===== src/rtl/sdram_burst_writer_pkg.sv =====
// Shared definitions for the SDRAM write engines: FSM encoding and default burst/timing constants.
package sdram_burst_writer_pkg;

    typedef enum logic [1:0] {
        StIdle  = 2'd0,
        StBurst = 2'd1,
        StDrain = 2'd2
    } wr_state_e;

    localparam int unsigned DefBurstLen    = 8;
    localparam int unsigned DefFlushWait   = 47;
    localparam int unsigned DefIdleTimeout = 133_000_000;

endpackage


===== src/rtl/sdram_burst_writer_addr_gen.sv =====
// Write-address generator: per-beat region wrap, deferred address clear and idle timeout.
module sdram_burst_writer_addr_gen
    import sdram_burst_writer_pkg::*;
#(
    parameter int unsigned   AW           = 32,
    parameter int unsigned   ADDR_STEP    = 2,
    parameter logic [AW-1:0] BASE_ADDR    = '0,
    parameter logic [AW-1:0] REGION_BYTES = AW'(32'h0200_0000),
    parameter int unsigned   IDLE_TIMEOUT = DefIdleTimeout
) (
    input  logic          sdram_clk,
    input  logic          rst_n,
    input  logic          accept_i,
    input  logic          in_idle_i,
    input  logic          enter_idle_i,
    input  logic          fifo_rempty_i,
    input  logic          addr_clr_i,
    output logic [AW-1:0] wr_addr_o,
    output logic          wrap_pulse_o,
    output logic          timeout_pulse_o
);

    localparam logic [AW-1:0] RegionEnd = BASE_ADDR + REGION_BYTES;

    logic [AW-1:0] addr_q, addr_d, addr_inc;
    logic [31:0]   tmo_cnt_q, tmo_cnt_d;
    logic          pend_q, pend_d;
    logic          wrap_q, wrap_d;
    logic          tmo_q;
    logic          tmo_fire, clr, wraps;

    assign addr_inc = addr_q + AW'(ADDR_STEP);
    assign wraps    = (addr_inc == RegionEnd);

    // Saturating counter; holding at IDLE_TIMEOUT is what keeps the pulse single-shot.
    always_comb begin
        tmo_cnt_d = tmo_cnt_q;
        if (!in_idle_i || !fifo_rempty_i) begin
            tmo_cnt_d = '0;
        end else if (tmo_cnt_q != IDLE_TIMEOUT) begin
            tmo_cnt_d = tmo_cnt_q + 32'd1;
        end
    end

    assign tmo_fire = (tmo_cnt_d == IDLE_TIMEOUT) && (tmo_cnt_q != IDLE_TIMEOUT);

    // A clear takes priority over the accept that closes a burst.
    assign clr = (in_idle_i && addr_clr_i) || (enter_idle_i && (pend_q || addr_clr_i)) || tmo_fire;

    always_comb begin
        addr_d = addr_q;
        wrap_d = 1'b0;
        pend_d = pend_q;
        if (enter_idle_i || clr) begin
            pend_d = 1'b0;
        end else if (!in_idle_i && addr_clr_i) begin
            pend_d = 1'b1;
        end
        if (clr) begin
            addr_d = BASE_ADDR;
        end else if (accept_i) begin
            if (wraps) begin
                addr_d = BASE_ADDR;
                wrap_d = 1'b1;
            end else begin
                addr_d = addr_inc;
            end
        end
    end

    always_ff @(posedge sdram_clk or negedge rst_n) begin
        if (!rst_n) begin
            addr_q    <= BASE_ADDR;
            tmo_cnt_q <= '0;
            pend_q    <= 1'b0;
            wrap_q    <= 1'b0;
            tmo_q     <= 1'b0;
        end else begin
            addr_q    <= addr_d;
            tmo_cnt_q <= tmo_cnt_d;
            pend_q    <= pend_d;
            wrap_q    <= wrap_d;
            tmo_q     <= tmo_fire;
        end
    end

    assign wr_addr_o       = addr_q;
    assign wrap_pulse_o    = wrap_q;
    assign timeout_pulse_o = tmo_q;

endmodule


===== src/rtl/sdram_burst_writer.sv =====
// FIFO-to-SDRAM burst write engine: pops a show-ahead FIFO in bursts and presents beats on a
// valid/ready write port with backpressure, partial-burst flush and a bounded address region.
module sdram_burst_writer
    import sdram_burst_writer_pkg::*;
#(
    parameter int unsigned   DW           = 16,
    parameter int unsigned   AW           = 32,
    parameter int unsigned   CW           = 10,
    parameter int unsigned   BURST_LEN    = DefBurstLen,
    parameter int unsigned   ADDR_STEP    = DW / 8,
    parameter logic [AW-1:0] BASE_ADDR    = '0,
    parameter logic [AW-1:0] REGION_BYTES = AW'(32'h0200_0000),
    parameter int unsigned   FLUSH_WAIT   = DefFlushWait,
    parameter int unsigned   IDLE_TIMEOUT = DefIdleTimeout
) (
    input  logic          sdram_clk,
    input  logic          rst_n,
    output logic          fifo_ren,
    input  logic [DW-1:0] fifo_rdata,
    input  logic          fifo_rempty,
    input  logic [CW-1:0] fifo_rcount,
    input  logic          addr_clr,
    output logic [DW-1:0] wr_data,
    output logic [AW-1:0] wr_addr,
    output logic          wr_valid,
    output logic          wr_last,
    input  logic          wr_ready,
    output logic          busy,
    output logic          wrap_pulse,
    output logic          timeout_pulse
);

    wr_state_e     state_q, state_d;
    logic [CW-1:0] beats_left_q, beats_left_d;
    logic [31:0]   flush_cnt_q, flush_cnt_d;
    logic [DW-1:0] wr_data_q, wr_data_d;
    logic          wr_valid_q, wr_valid_d;
    logic          wr_last_q, wr_last_d;
    logic          pop, accept, enter_idle, in_idle;

    assign accept     = wr_valid_q && wr_ready;
    assign in_idle    = (state_q == StIdle);
    assign enter_idle = (state_q == StDrain) && accept;

    always_comb begin
        state_d      = state_q;
        beats_left_d = beats_left_q;
        flush_cnt_d  = flush_cnt_q;
        wr_data_d    = wr_data_q;
        wr_valid_d   = wr_valid_q;
        wr_last_d    = wr_last_q;
        pop          = 1'b0;
        case (state_q)
            StIdle: begin
                if (fifo_rempty) begin
                    flush_cnt_d = '0;
                end else if (flush_cnt_q != FLUSH_WAIT) begin
                    flush_cnt_d = flush_cnt_q + 32'd1;
                end
                if (fifo_rcount >= CW'(BURST_LEN)) begin
                    state_d      = StBurst;
                    beats_left_d = CW'(BURST_LEN);
                    flush_cnt_d  = '0;
                end else if ((FLUSH_WAIT != 0) && (fifo_rcount != '0) &&
                             (flush_cnt_q == FLUSH_WAIT)) begin
                    state_d      = StBurst;
                    beats_left_d = fifo_rcount;
                    flush_cnt_d  = '0;
                end
            end
            StBurst: begin
                // Pop only into an empty or draining output register.
                pop = !fifo_rempty && (beats_left_q != '0) && (!wr_valid_q || wr_ready);
                if (pop) begin
                    wr_data_d    = fifo_rdata;
                    wr_valid_d   = 1'b1;
                    wr_last_d    = (beats_left_q == CW'(1));
                    beats_left_d = beats_left_q - CW'(1);
                    if (beats_left_q == CW'(1)) begin
                        state_d = StDrain;
                    end
                end else if (accept) begin
                    wr_valid_d = 1'b0;
                    wr_last_d  = 1'b0;
                end
            end
            StDrain: begin
                if (accept) begin
                    wr_valid_d = 1'b0;
                    wr_last_d  = 1'b0;
                    state_d    = StIdle;
                end
            end
            default: state_d = StIdle;
        endcase
    end

    always_ff @(posedge sdram_clk or negedge rst_n) begin
        if (!rst_n) begin
            state_q      <= StIdle;
            beats_left_q <= '0;
            flush_cnt_q  <= '0;
            wr_data_q    <= '0;
            wr_valid_q   <= 1'b0;
            wr_last_q    <= 1'b0;
        end else begin
            state_q      <= state_d;
            beats_left_q <= beats_left_d;
            flush_cnt_q  <= flush_cnt_d;
            wr_data_q    <= wr_data_d;
            wr_valid_q   <= wr_valid_d;
            wr_last_q    <= wr_last_d;
        end
    end

    sdram_burst_writer_addr_gen #(
        .AW           (AW),
        .ADDR_STEP    (ADDR_STEP),
        .BASE_ADDR    (BASE_ADDR),
        .REGION_BYTES (REGION_BYTES),
        .IDLE_TIMEOUT (IDLE_TIMEOUT)
    ) u_addr_gen (
        .sdram_clk       (sdram_clk),
        .rst_n           (rst_n),
        .accept_i        (accept),
        .in_idle_i       (in_idle),
        .enter_idle_i    (enter_idle),
        .fifo_rempty_i   (fifo_rempty),
        .addr_clr_i      (addr_clr),
        .wr_addr_o       (wr_addr),
        .wrap_pulse_o    (wrap_pulse),
        .timeout_pulse_o (timeout_pulse)
    );

    assign fifo_ren = pop;
    assign wr_data  = wr_data_q;
    assign wr_valid = wr_valid_q;
    assign wr_last  = wr_last_q;
    assign busy     = !in_idle;

endmodule


===== config.mk =====
export PLATFORM = sky130hd
export DESIGN_NAME = sdram_burst_writer
export DESIGN_NICKNAME = d
export VERILOG_FILES = /design/src/rtl/sdram_burst_writer_pkg.sv /design/src/rtl/sdram_burst_writer_addr_gen.sv /design/src/rtl/sdram_burst_writer.sv
export SDC_FILE = /design/constraint.sdc
export NUM_CORES = 1
export LEC_CHECK = 0
export CAP_MARGIN = 15
export CORE_MARGIN = 10
export CORE_UTILIZATION = 35
export DETAILED_ROUTE_END_ITERATION = 12
export SYNTH_ARGS = -nofsm -noshare
export SYNTH_HDL_FRONTEND = slang
export SYNTH_SLANG_ARGS = --single-unit

===== constraint.sdc =====
create_clock -name sdram_clk -period 4.7 [get_ports sdram_clk]
set_input_delay 0.47 -clock sdram_clk [delete_from_list [all_inputs] [get_ports sdram_clk]]
set_output_delay 0.47 -clock sdram_clk [all_outputs]
set_load 0.02 [all_outputs]

---- Word-level counts from Yosys, hierarchy flattened ----
Cells that the tools add are included.
storage, ports and cells
  input port bits ......................... 31
  output and inout bits ................... 54
  bits in registers ....................... 129
  logic and storage cells ................. 89
cells by class
  add/sub/neg operators ................... 4
  reductions and logical operators ........ 30
  $lt $le $gt $ge ......................... 1
  equal/unequal tests ..................... 12
  multiplexer cells ....................... 31
operators with widths
  operator                 count
  $mux W32                 9
  $add A32 B1 Y32 const B  2
  $add A32 B2 Y32 const B  1
  $eq A32 B26 Y1 const B   1
  $eq A32 B27 Y1 const B   1
  $eq A32 B6 Y1 const B    1
  $ne A32 B27 Y1 const B   1
  $ne A32 B6 Y1 const B    1
  $mux W10                 3
  $pmux W10 S2             1
  $reduce_bool A10 Y1      2
  $eq A10 B1 Y1 const B    1
  $ge A10 B4 Y1 const B    1
  $mux W1                  10
  $mux W2                  5
  $sub A10 B1 Y10 const B  1
  $logic_and A1 B1 Y1      9
  $reduce_bool A2 Y1       4
  $logic_or A1 B1 Y1       6
  $ne A2 B2 Y1 const B     3
  $pmux W2 S3              1
  $pmux W1 S2              2
  $reduce_and A2 Y1        2
  $reduce_and A4 Y1        1
  other kinds (7)          9

---- Depth between registers and ports, before layout ----
Gate-level depths: netlist of run 1.
  word-level depth ........................ 9
  depth in mapped cells ................... 12
  depth with buffers taken out ............ 10

---- Cells and area by module ----
From an unflattened synthesis of run 1, not the netlist that was laid out.
second synthesis, totals
  cells, all modules ...................... 897
  area total of the unflattened synthesis .. 7858.8 um2
by module, submodules not included
  module                       instances  cells each  area each (um2)  sequential area each (um2)
  sdram_burst_writer_addr_gen  1          509         4515.6           1651.6
  sdram_burst_writer           1          388         3343.2           1551.5

---- Worst setup path before layout of run 1 ----
Ideal clock, no wire load.
  path kind ............................... register to register
  start point ............................. register u_addr_gen.tmo_cnt_q[0]
  end point ............................... register u_addr_gen.addr_q[1], in the netlist u_addr_gen.wr_addr_o[1]
  stages on the path, launching flop included .. 13
  path slack .............................. 1.679 ns
  arrival time ............................ 2.902 ns
  required time ........................... 4.581 ns
  library setup time ...................... 0.119 ns
  path buffers ............................ 3
  clock period less this slack ............ 3.021 ns
  path through ............................ dfrtp_1 -> ha_1 -> and3_1 -> buf_2 -> nand4_1 -> buf_2 -> nor4_1 -> xnor2_1 -> nor2_1 -> or4_1 -> o31ai_4 -> buf_6 -> nor2_2
on the way
  word-level cells in the longest chain between the ends .. 7
  elaborated cells on any way between the ends .. 9
  classes of those cells .................. 1 x add/sub; 2 x eq/ne; 3 x mux; 3 x reduce/logical
ends and longest elaborated chain
  element                                            line                                                                  source
  from (decl)                                        sdram_burst_writer_addr_gen.sv:26                                     logic [31:0] tmo_cnt_q, tmo_cnt_d;
  from (signal assigned)                             sdram_burst_writer_addr_gen.sv:80                                     tmo_cnt_q <= tmo_cnt_d;
  $add A32 B1 Y32 or $ne A32 B27 Y1 (tied branches)  sdram_burst_writer_addr_gen.sv:41, sdram_burst_writer_addr_gen.sv:40
  $mux W32 (*)                                       sdram_burst_writer_addr_gen.sv:40                                     end else if (tmo_cnt_q != IDLE_TIMEOUT) begin
  $mux W32 (*)                                       sdram_burst_writer_addr_gen.sv:38                                     if (!in_idle_i || !fifo_rempty_i) begin
  named net u_addr_gen.tmo_cnt_d[28]                 sdram_burst_writer_addr_gen.sv:26
  $eq A32 B27 Y1 (*)                                 sdram_burst_writer_addr_gen.sv:45                                     assign tmo_fire = (tmo_cnt_d == IDLE_TIMEOUT) && (tmo_cnt_q != IDLE_TIMEOUT);
  $logic_and A1 B1 Y1 (*)                            sdram_burst_writer_addr_gen.sv:45
  $logic_or A1 B1 Y1 (*)                             sdram_burst_writer_addr_gen.sv:48                                     assign clr = (in_idle_i && addr_clr_i) || (enter_idle_i && (pend_q || addr_clr_i)) || tmo_fire;
  $mux W32 or $reduce_bool A2 Y1 (tied branches)     -
  to (signal assigned)                               sdram_burst_writer_addr_gen.sv:79                                     addr_q <= addr_d;
  to (decl)                                          sdram_burst_writer_addr_gen.sv:25                                     logic [AW-1:0] addr_q, addr_d, addr_inc;
Mark *: on every way through the listed nets, which the timed path passes. The rest lies on a longest branch.
A chain may end at the register's enable or synchronous reset.

---- Worst setup path after layout of run 1 ----
  start point ............................. register u_addr_gen.tmo_cnt_q[0]
  end point ............................... register u_addr_gen.wrap_q, in the netlist u_addr_gen.wrap_pulse_o
on the way
  word-level cells in the longest chain between the ends .. 7
  elaborated cells on any way between the ends .. 8
  classes of those cells .................. 1 x add/sub; 2 x eq/ne; 3 x mux; 2 x reduce/logical
ends and longest elaborated chain
  element                                            line                                                                  source
  $add A32 B1 Y32 or $ne A32 B27 Y1 (tied branches)  sdram_burst_writer_addr_gen.sv:41, sdram_burst_writer_addr_gen.sv:40
  $mux W32 (*)                                       sdram_burst_writer_addr_gen.sv:40
  $mux W32 (*)                                       sdram_burst_writer_addr_gen.sv:38
  named net u_addr_gen.tmo_cnt_d[14]                 sdram_burst_writer_addr_gen.sv:26
  $eq A32 B27 Y1 (*)                                 sdram_burst_writer_addr_gen.sv:45
  $logic_and A1 B1 Y1 (*)                            sdram_burst_writer_addr_gen.sv:45
  $logic_or A1 B1 Y1 (*)                             sdram_burst_writer_addr_gen.sv:48
  $mux W1 (*)                                        sdram_burst_writer_addr_gen.sv:59                                     if (clr) begin
  named net u_addr_gen.wrap_d                        sdram_burst_writer_addr_gen.sv:28                                     logic wrap_q, wrap_d;
  to (signal assigned)                               sdram_burst_writer_addr_gen.sv:82                                     wrap_q <= wrap_d;
  to (decl)                                          sdram_burst_writer_addr_gen.sv:28
Marks and branches as above.

==> flow_summary_export.csv, run 1 <==
group,metric,value,unit
sta,fin_worst_skew,0.0103,ns
sta,timing.final.crit_period,3.84,ns
global_route,antenna_found_initial,0,
power,peakVddDrop,0.311,mV
clock_tree,cts_setup_buffers,0,
sta,maxSlewHeadroom,45.1,%
critical_path,crit_top_cell,"nand4_1",
placed_design,place_area,8390,um^2
yosys,synth-seq-cells,128,
critical_path,r2r_cells,10,
sta,rsz0062_at_grt,"no",
critical_path,crit_family,"simple AND/OR/NAND/NOR gates",
floorplan,io_pins,85,
global_route,gr-usage-all-layers,13.6,%
yosys,netlist_area,7360,um^2
finish,n_antenna_cell,0,
sta,worst_pin_slew,0.817,ns
yosys,synth_edf_count,0,
yosys,synthFlopType,"dfrtp_1",
clock_tree,cts_hold_buf,0,
critical_path,crit_fanout,32,
critical_path,slowest_stage,"or4_1",
sta,max_freq,0.260,GHz
sta,whs,0.117,ns
global_route,grt_overflow,0,
critical_path,reg2reg_slack,0.86,ns
critical_path,r2r_start,"u_addr_gen.tmo_cnt_q[0]",
run,drv_cap,0,
power,p_leak,3.69,nW
finish,fin_nets,941,
clock_tree,clock-sinks,128,
critical_path,required,4.98,ns
outcome,outcome,"finished clean",
floorplan,die_area,27200,um^2
placed_design,numPortBuffers,83,
critical_path,crit_path_end_kind,"flop",
drt,wl,18500,um
yosys,synthesis.nets,873,
drt,route.vias.total,6184,
drt,met1_length,9160,um
critical_path,slowest_delay,0.59,ns
sta,hold_viol,0,
critical_path,cp_cell_sequence,"ha_1, and3_1, nand4_1, or3_1, a21oi_1, nand4_1, or4_1, o31ai_4, buf_4, nor3_1",
placed_design,dp_slack,0.892,ns
finish,final_common_cell,"dfrtp_1",
drt,drt-initial-drc-count,402,
yosys,ys_types,69,
placed_design,gp_congestion,0.845,
yosys,async_flop_share,100,%
critical_path,cp_data_arrival_time,4.12,ns
finish,fin_area,9080,um^2
sta,setup_viol,0,
yosys,seq_area_frac_synth,43.5,%
finish,final_layout_size_suffix_gt1_share,8.86,%
floorplan,fp.dieW,165,um
clock_tree,cts_buffers,17,
drt,highest_layer,"met4",
global_route,grt_max_degree,90,
yosys,postSynthAreaPerCell,8.84,um^2
critical_path,cp_num_buf_inv,1,
drt,wl_per_cell,15.6,um
sta,fin_crit_sh,81.7,%
yosys,synthCells,833,
drt,wl_met2,8100,um
drt,wl_met3,1040,um
floorplan,initial_core_util,35.9,%
critical_path,rr_endpoint,"u_addr_gen.wrap_pulse_o",
clock_tree,clock-root-buffer,"clkbuf_16",
finish,nFillCells,2047,
yosys,yosysWarnings,0,
clock_tree,ctsLongestPathBuffers,2,
clock_tree,cts.repair.resized,0,
floorplan,die_y,165,um
floorplan,core_area,20500,um^2
global_route,grt_pass1_wl,30600,um
finish,layout_common_cells,"128 x dfrtp_1, 111 x nand2_1, 98 x nor2_1",
sta,layout_setup_ws,0.859,ns
clock_tree,cts_tree,"built",
floorplan,rows,52,
power,powerDensity,429,nW/um^2
drt,drtAntennaViolNets,0,
clock_tree,clkLatencyLatePin,0.41,ns
drt,vias_per_cell,5.22,
placed_design,dp_hpwl,13000,um
finish,areaGrowthSynthToFinish,23.4,%
sta,tns,0,ns
critical_path,crit_type,"reg2reg",
drt,first_pass_iters,5,
clock_tree,htreeDepth,4,
global_route,grt_pass1_vias,5895,
clock_tree,clk_pin_slew,0.06,ns
sta,drv_slew,0,
hold_path,hold_path_class,"in2async",
critical_path,worstSetupStartpointType,"flop",
drt,drc,0,
cell type report:
class | instances | area, um^2 | area share [%]
multi-input combinational | 638 | 3860 | 42.5
tap | 270 | 338 | 3.72
clock inverter | 11 | 201 | 2.22
clock buffer | 21 | 470 | 5.18
sequential | 128 | 3200 | 35.3
timing repair buffer | 94 | 922 | 10.2
inverter | 22 | 82.6 | 0.909
kinds of logic (layout without fill, tap and decap cells):
group,Yosys count,count (layout),synth area share (%)
and+or+nand+nor,444,444,30.8
DFF,128,128,43.5
xor gates and xnor gates,89,89,10.6
AOI/OAI and AO/OA,86,86,8.19
buffers and inverters,67,148,4.06
adders and majority gates,9,9,1.53
muxes,9,9,1.26
other,1,1,0.0509
where the power goes:
group          switching, mW  internal [mW]  leakage, nW
Clock                  0.498          0.990        0.324
Combinational          0.629          0.421         1.62
Sequential             0.123           1.23         1.74
Total                   1.25           2.64         3.69
flip-flops by register name, indices dropped and copies added (netlist names):
signal,count
flush_cnt_q,32
u_addr_gen.tmo_cnt_q,32
u_addr_gen.wr_addr_o,31
wr_data,16
beats_left_q,10
state_q,2
u_addr_gen.pend_q,1
u_addr_gen.timeout_pulse_o,1
u_addr_gen.wrap_pulse_o,1
wr_last,1
wr_valid,1
layer usage:
layer  track usage, %  vias up
met5                0        -
met4             3.66        0
li1                 -     3057
met1             19.3     2966
met3             3.11       17
met2             20.3      144
how the worst max path moves through the flow:
stage                                  startpoint                       end  slack, ns  cells after the start
after floorplan           u_addr_gen.tmo_cnt_q[0]   u_addr_gen.wr_addr_o[1]       1.68                     12
after global placement    u_addr_gen.tmo_cnt_q[0]  u_addr_gen.wr_addr_o[29]       0.95                     10
after detailed placement  u_addr_gen.tmo_cnt_q[1]   u_addr_gen.wrap_pulse_o       0.89                     10
after CTS                         beats_left_q[0]                  fifo_ren       0.85                     10
after global routing      u_addr_gen.tmo_cnt_q[0]  u_addr_gen.wr_addr_o[26]       0.56                     10
final                     u_addr_gen.tmo_cnt_q[0]   u_addr_gen.wrap_pulse_o       0.86                     10
metrics by stage:
step           std cells  total power, mW  utilization (%)
2_1_floorplan        833             1.98                -
5_1_grt             1184             4.12             44.3
4_1_cts             1183             3.93             44.2
3_5_place_dp        1151             2.42             41.0
6_report            1184             3.89             44.3
3_3_place_gp        1151             2.41             41.0
Yosys cell counts, types with 9 or more instances:
master    instances  area share (%)
o21ai_0          24             1.6
xor2_1           48             5.7
clkbuf_1         30             1.5
inv_1            21             1.1
nand4_1          31             2.6
and3_1           25             2.1
ha_1              9             1.5
nand3_1          46             3.1
nand2_1         111             5.7
nor2_2           19             1.6
dfrtp_1         128              44
xnor2_1          41             4.9
a31oi_1           9            0.76
nor2_1           98             5.0
nor3_1           25             1.7
nor4_1           22             1.9
a21oi_1          14            0.95
Note: power is estimated with default switching activity, not from simulation.
==> inputs of run 2 (changes only) <==
clock period = 3.2 ns   (was 4.7 ns; I/O delays follow)
==> run 2 against run 1 <==
  * Hold slack better by 0.30 ns
  * Clock power grew 24%
  * Global-route usage grew 0.18 points
  * Utilization grew 1.0 points
  * Largest power group is now sequential cells
  * Maximum frequency rose by 26%
  * Die area stayed put
  * Sequential share of layout area down 0.77 points
  * Worst setup slack worse by 0.70 ns
  * Combinational power grew 58%
==> flow_summary_export.csv, run 2 (synthesis gave the netlist of run 1 again) <==
group,metric,value,unit
outcome,outcome,"finished clean",
global_route,grt_pass1_vias,6081,
placed_design,dp_slack,0.106,ns
global_route,grt_pass1_wl,30900,um
finish,areaGrowthSynthToFinish,26.1,%
floorplan,die_area,27200,um^2
critical_path,cp_data_arrival_time,3.34,ns
sta,hold_viol,0,
finish,n_antenna_cell,0,
power,p_leak,3.81,nW
sta,max_freq,0.329,GHz
global_route,gr-usage-all-layers,13.8,%
finish,layout_common_cells,"127 x dfrtp_1, 111 x nand2_1, 98 x nor2_1",
clock_tree,clock-sinks,128,
run,drv_cap,0,
clock_tree,clk_pin_slew,0.06,ns
critical_path,required,3.50,ns
finish,final_layout_size_suffix_gt1_share,12.5,%
clock_tree,ctsLongestPathBuffers,2,
sta,timing.final.crit_period,3.04,ns
global_route,antenna_found_initial,0,
hold_path,hp-start,"fifo_rdata[9]",
critical_path,critPathLaunch,"u_addr_gen.tmo_cnt_q[0]",
sta,maxSlewHeadroom,51.4,%
drt,drtAntennaViolNets,0,
hold_path,hold_path_class,"in2reg",
critical_path,worstSetupStartpointType,"flop",
clock_tree,clkLatencyLatePin,0.42,ns
floorplan,initial_core_util,35.9,%
hold_path,min_to,"wr_data[9]",
clock_tree,cts_buffers,17,
power,p_total,5.48,mW
finish,fin_nets,972,
global_route,grt_overflow,0,
floorplan,rows,52,
clock_tree,htreeDepth,4,
clock_tree,clock-root-buffer,"clkbuf_16",
sta,rsz0062_at_grt,"no",
clock_tree,cts_tree,"built",
drt,first_pass_iters,5,
floorplan,io_pins,85,
placed_design,dp_hpwl,13400,um
hold_path,min_path_cells,3,
floorplan,die_y,165,um
global_route,grt_max_degree,76,
finish,stdcell_count,1215,
drt,drc,0,
sta,fin_worst_skew,0.0104,ns
drt,wl,19000,um
finish,final_common_cell,"dfrtp_1",
critical_path,reg2reg_slack,0.16,ns
sta,worst_pin_slew,0.728,ns
sta,layout_setup_ws,0.158,ns
placed_design,numPortBuffers,83,
critical_path,crit_type,"reg2reg",
power,powerDensity,590,nW/um^2
drt,vias_per_cell,5.22,
power,peakVddDrop,0.391,mV
drt,route.vias.total,6341,
critical_path,r2r_cells,11,
sta,setup_viol,0,
critical_path,rr_endpoint,"u_addr_gen.wrap_pulse_o",
sta,drv_slew,0,
floorplan,fp.dieW,165,um
critical_path,r2r_start,"u_addr_gen.tmo_cnt_q[0]",
critical_path,crit_fanout,16,
drt,wl_per_cell,15.6,um
floorplan,core_area,20500,um^2
placed_design,placed_cells,1175,
critical_path,crit_path_end_kind,"flop",
sta,tns,0,ns
drt,drt-initial-drc-count,409,
placed_design,gp_congestion,0.842,
sta,fin_crit_sh,95.1,%
==> run 2: what timing repair did <==
item,in CTS,in global routing
hold endpoints to repair,74,0
pin swaps,0,3
cloned,0,2
gates resized for setup,1,7
endpoints found under the setup margin,1,33
setup buffers,0,5
hold buffers,1,0
==> run 2: how the worst max path moves through the flow <==
stage | endpoint | cells after the start | slack (ns)
final | u_addr_gen.wrap_pulse_o | 11 | 0.16
after global routing | u_addr_gen.wrap_pulse_o | 11 | 0.01
after CTS | fifo_ren | 9 | 0.02
after detailed placement | u_addr_gen.wrap_pulse_o | 9 | 0.11
after global placement | u_addr_gen.wrap_pulse_o | 9 | 0.18
after floorplan | u_addr_gen.wr_addr_o[1] | 12 | 0.18
==> run 2: layer usage <==
layer	track usage (%)	wire length [um]	up-vias
met5	0	0	-
met4	4.07	221	0
met3	3.06	1120	22
met2	20.4	8300	149
met1	19.6	9350	3045
li1	-	-	3125
==> run 2: critical path, stage by stage (launching register included) <==
cell and delay (ns):
dfrtp_1 0.39, ha_1 0.17, and3_1 0.19, nand4_1 0.25
or3_1 0.38, a21oi_1 0.21, nand4_1 0.12, or4_1 0.60
o31ai_4 0.19, buf_4 0.19, buf_12 0.16, nor3_1 0.06
==> run 2: power by group <==
| group | total [mW] | switching (mW) | internal (mW) | leakage [nW] |
|---|---|---|---|---|
| logic | 1.66 | 0.973 | 0.686 | 1.80 |
| clock network | 1.85 | 0.817 | 1.04 | 0.264 |
| registers | 1.97 | 0.159 | 1.81 | 1.74 |
==> run 2: through the flow <==
step	utilization (%)	hold slack [ns]	instance area (um^2)
2_1_floorplan	-	0.0244	7360
3_3_place_gp	42.0	0.417	8610
3_5_place_dp	42.0	0.421	8610
4_1_cts	44.8	0.409	9180
5_1_grt	45.3	0.413	9290
6_report	45.3	0.421	9290
==> run 2: area by class of cell <==
type | count | area, um^2
timing repair buffer | 125 | 1210
inverter | 22 | 82.6
clock buffer | 18 | 439
clock inverter | 14 | 123
tap | 270 | 338
multi-input combinational | 638 | 3890
sequential | 128 | 3200
fill | 2017 | 11200
